--- config.mk ---
export PLATFORM = sky130hd
export DESIGN_NAME = clk_div_ctrl
export DESIGN_NICKNAME = d
export VERILOG_FILES = /design/src/rtl/clk_div_ctrl.sv
export SDC_FILE = /design/constraint.sdc
export NUM_CORES = 1
export LEC_CHECK = 0
export BUFFER_PORTS_ARGS = -buffer_cell sky130_fd_sc_hd__buf_2
export CAP_MARGIN = 10
export CORE_ASPECT_RATIO = 1.5
export CORE_UTILIZATION = 55
export DETAILED_ROUTE_END_ITERATION = 16
export PLACE_DENSITY = 0.82
export SYNTH_ARGS = -nofsm -noshare
export SYNTH_HDL_FRONTEND = slang
export SYNTH_SLANG_ARGS = --single-unit
--- constraint.sdc ---
create_clock -name clk_in -period 3.8 [get_ports clk_in]
set_clock_uncertainty 0.05 [all_clocks]
set_input_delay 0.38 -clock clk_in [delete_from_list [all_inputs] [get_ports clk_in]]
set_output_delay 0.38 -clock clk_in [all_outputs]
set_load 0.01 [all_outputs]
--- src/rtl/clk_div_ctrl.sv ---
// Runtime-programmable tick/clock divider with a valid/ready divisor update path.
// New divisors are committed only at a terminal count so no runt periods appear.
module clk_div_ctrl #(
  parameter int unsigned CNT_W       = 18,
  parameter int unsigned DEFAULT_DIV = 100000,
  parameter int unsigned MIN_DIV     = 2
) (
  input  logic             clk_in,
  input  logic             reset,
  input  logic             enable,
  input  logic             cfg_valid,
  input  logic [CNT_W-1:0] cfg_div,
  output logic             cfg_ready,
  output logic             cfg_err,
  output logic             tick,
  output logic             clk_out,
  output logic [CNT_W-1:0] count,
  output logic [1:0]       state
);

  typedef enum logic [1:0] {
    IDLE    = 2'b00,
    RUN     = 2'b01,
    PENDING = 2'b10
  } state_t;

  localparam logic [CNT_W-1:0] DEF_DIV = CNT_W'(DEFAULT_DIV);
  localparam logic [CNT_W-1:0] MIN_D   = CNT_W'(MIN_DIV);
  localparam logic [CNT_W-1:0] ONE     = CNT_W'(1);

  state_t           state_q, state_d;
  logic [CNT_W-1:0] div_q, div_d;
  logic [CNT_W-1:0] pend_q, pend_d;
  logic [CNT_W-1:0] count_q, count_d;
  logic             tick_q, tick_d;
  logic             clk_out_q, clk_out_d;
  logic             cfg_err_q, cfg_err_d;

  logic accept;
  logic legal;
  logic tc;

  assign cfg_ready = (state_q != PENDING);
  assign accept    = cfg_valid & cfg_ready;
  assign legal     = (cfg_div >= MIN_D);
  assign tc        = (count_q == (div_q - ONE));

  always_comb begin
    state_d   = state_q;
    div_d     = div_q;
    pend_d    = pend_q;
    count_d   = count_q;
    tick_d    = 1'b0;
    clk_out_d = clk_out_q;
    cfg_err_d = accept & ~legal;

    case (state_q)
      IDLE: begin
        count_d   = '0;
        clk_out_d = 1'b0;
        if (accept && legal) div_d = cfg_div;
        if (enable) state_d = RUN;
      end
      RUN, PENDING: begin
        if (!enable) begin
          // Stopping commits whatever divisor is outstanding, pending or just offered.
          state_d   = IDLE;
          count_d   = '0;
          clk_out_d = 1'b0;
          if (state_q == PENDING) div_d = pend_q;
          else if (accept && legal) div_d = cfg_div;
        end else begin
          if (tc) begin
            count_d   = '0;
            tick_d    = 1'b1;
            clk_out_d = ~clk_out_q;
          end else begin
            count_d = count_q + ONE;
          end
          if (state_q == PENDING) begin
            if (tc) begin
              div_d   = pend_q;
              state_d = RUN;
            end
          end else if (accept && legal) begin
            pend_d  = cfg_div;
            state_d = PENDING;
          end
        end
      end
      default: state_d = IDLE;
    endcase
  end

  always_ff @(posedge clk_in) begin
    if (reset) begin
      state_q   <= IDLE;
      div_q     <= DEF_DIV;
      pend_q    <= '0;
      count_q   <= '0;
      tick_q    <= 1'b0;
      clk_out_q <= 1'b0;
      cfg_err_q <= 1'b0;
    end else begin
      state_q   <= state_d;
      div_q     <= div_d;
      pend_q    <= pend_d;
      count_q   <= count_d;
      tick_q    <= tick_d;
      clk_out_q <= clk_out_d;
      cfg_err_q <= cfg_err_d;
    end
  end

  assign cfg_err = cfg_err_q;
  assign tick    = tick_q;
  assign clk_out = clk_out_q;
  assign count   = count_q;
  assign state   = state_q;

endmodule
==> results_dict.tcl <==
set metrics [dict create \
    first_global_vias 2959 \
    syn_nets 452 \
    rr_startpoint "div_q[0]$_SDFFE_PP0P_" \
    cts_root_buf "clkbuf_8" \
    insertion_delay_ps 350 \
    rrSetupSlack_ps 340 \
    die-height_um 102 \
    routedWlPerCell_um 15.5 \
    fin_crit_ps 3460 \
    cp.arrival_ps 3630 \
    rsz0062_at_grt "false" \
    cp-start-kind "register" \
    ctsResizeCount 0 \
    min_to "pend_q[10]$_SDFFE_PP0P_" \
    fin_area_um2 4050 \
    drive_gt1_frac 0.164 \
    cts_tree "done" \
    antenna_found_initial 0 \
    post_dp_cell_area_um2 3840 \
    drv_cap 0 \
    worst_r2r_path_depth 10 \
    cts_sinks 59 \
    layout_common_cells "dfxtp_1 (59), nor2_1 (58), mux2i_1 (54)" \
    coreArea_um2 6260 \
    grt_pass1_wl_um 13800 \
    ctsHtreeMaxLevel 3 \
    async_reset_ff_frac 0 \
    dp_hpwl_um 5780 \
    clk_path_buf_depth 2 \
    rr_endpoint "div_q[2]$_SDFFE_PP0P_" \
    period_share 0.909 \
    power.density_nw_per_um2 427 \
    worst_slew_pin_slew_ps 736 \
    drt-pass1-iter-count 4 \
    setup_tns_ps 0 \
    start_util 0.581 \
    diodes 0 \
    die-area_um2 6950 \
    vias 3189 \
    cts_hold_buf 0 \
    slew_viol_final 0 \
    dr_wl_met3_um 289 \
    io_pins 46 \
    power_mw 1.73 \
    fill_cells 529 \
    critical_path.max_fanout 18 \
    ys.warnings.count 0 \
    synth_area_per_cell_um2 8.58 \
    fmax_mhz 289 \
    grt_use_total 0.260 \
    setup_viol 0 \
    ys_ff_latch 59 \
    hold_start "cfg_div[10]" \
    hold_viol 0 \
    grt_max_degree 56 \
    path_clk_slew_ps 70 \
    outcome "completed" \
    drt-total-wl_um 8260 \
    synth-edff-count 0 \
    ys_seq_area_frac 0.325 \
    synth_flop_cell "dfxtp_1" \
    place.gp.congestion 0.853 \
    met1_length_um 3550 \
    via_per_inst 6.01 \
    cts_setup_buffers 0 \
    ir_worst_vdd_v 0.000289 \
    fin_nets 481 \
    port_buffers 45 \
    critical_path_class "reg -> reg" \
    drcViolationCount 0 \
    drtIter0Drc 141 \
    fp-row-count 35 \
    ant_nets 0 \
    cts_buffers 9 \
    crit_required_ps 3970 \
    syn_inst 424 \
    grt-ovfl-total 0 \
    syn_area_um2 3640 \
    syn2layout_area_growth_pct 11.2 \
    power.leakage_nw 1.70 \
    highest_layer "met4" \
    cp-end-kind "register" \
    slew_headroom 0.505 \
    holdCritPathClass "in -> reg" \
    route.met2.wl_um 4130 \
    die_w_um 68.4 \
    synth_cell_types 55 \
    layout_commonest_cell "dfxtp_1" \
    holdPathStages 3 \
]
-- logic make-up after synthesis --
logic type	Yosys count	share of synthesized area
simple gates	163	0.239
compound gates	69	0.134
flops	59	0.325
mux	55	0.152
buf+inv	39	0.0502
xor+xnor	33	0.0794
fa+ha+maj	6	0.0206
-- registers in the layout (all words and copies together), names as in the netlist --
signal   count
count       18
div_q       18
pend_q      18
state        2
cfg_err      1
clk_out      1
tick         1
-- area by class of cell --
cell class / instances / area (um^2) / share of cell area
clock buffer: 11 / 151 / 0.0374
clock inverter: 4 / 50.0 / 0.0124
inverter: 7 / 26.3 / 0.00649
multi-input combinational: 326 / 2280 / 0.564
sequential: 59 / 1180 / 0.292
tap: 74 / 92.6 / 0.0229
timing repair buffer: 50 / 263 / 0.0649
-- cells in the mapped netlist, types with 4 or more instances --
cell      count  area (um^2)
a211oi_1     11         82.6
nor4_1        9         56.3
xor2_1       15          131
inv_1         7         26.3
o21ai_0       4         20.0
a211o_1      11         96.3
nor4b_1       4         35.0
clkbuf_1     22         82.6
buf_2         4         20.0
or3_1         8         50.1
nor3_1        6         30.0
and3_1        4         25.0
nor2b_1       6         37.5
a21oi_1      19         95.1
nand2b_1     16          100
nand3_1       7         35.0
dfxtp_1      59         1180
mux2i_1      54          541
nor2_1       58          218
or4_1         5         37.5
xnor2_1      18          158
ha_1          6         75.1
nand2_1      17         63.8
nand4_1       5         31.3
-- through the flow --
stage | hold WS (ps) | setup WS [ps] | util | cells
floorplan | 414 | 516 | - | 424
global placement | 426 | 512 | 0.614 | 516
detailed placement | 436 | 378 | 0.614 | 516
CTS | 246 | 373 | 0.646 | 531
global route | 259 | 12.4 | 0.646 | 531
finish | 242 | 344 | 0.646 | 531
-- critical path, stage by stage (launching register included) --
cell and delay, ps:
dfxtp_1 460, inv_1 80, ha_1 250, or3b_1 330
o211ai_1 130, nor4b_1 420, o311ai_1 180, or4_1 660
o32a_1 370, buf_4 230, mux2i_1 150
-- layer usage --
| layer | track usage | vias up |
|---|---|---|
| met5 | 0 | - |
| met4 | 0.157 | 0 |
| met3 | 0.0405 | 22 |
| met2 | 0.419 | 80 |
| met1 | 0.318 | 1497 |
| li1 | - | 1590 |
-- worst max-delay path by stage --
stage,start,endpoint,slack [ps],depth (start not counted)
2_1_floorplan,div_q[0]$_SDFFE_PP0P_,div_q[10]$_SDFFE_PP1P_,520,14
3_3_place_gp,div_q[0]$_SDFFE_PP0P_,div_q[11]$_SDFFE_PP0P_,510,10
3_5_place_dp,div_q[0]$_SDFFE_PP0P_,div_q[2]$_SDFFE_PP0P_,380,10
4_1_cts,div_q[0]$_SDFFE_PP0P_,div_q[2]$_SDFFE_PP0P_,370,10
5_1_grt,div_q[4]$_SDFFE_PP0P_,count[5]$_SDFFE_PP0P_,10,8
6_report,div_q[0]$_SDFFE_PP0P_,div_q[2]$_SDFFE_PP0P_,340,10
-- where the power goes --
group	switching [mW]	internal [mW]
registers	0.0730	0.664
clock network	0.257	0.333
logic	0.217	0.184
Note: power is estimated with default switching activity, not from simulation.
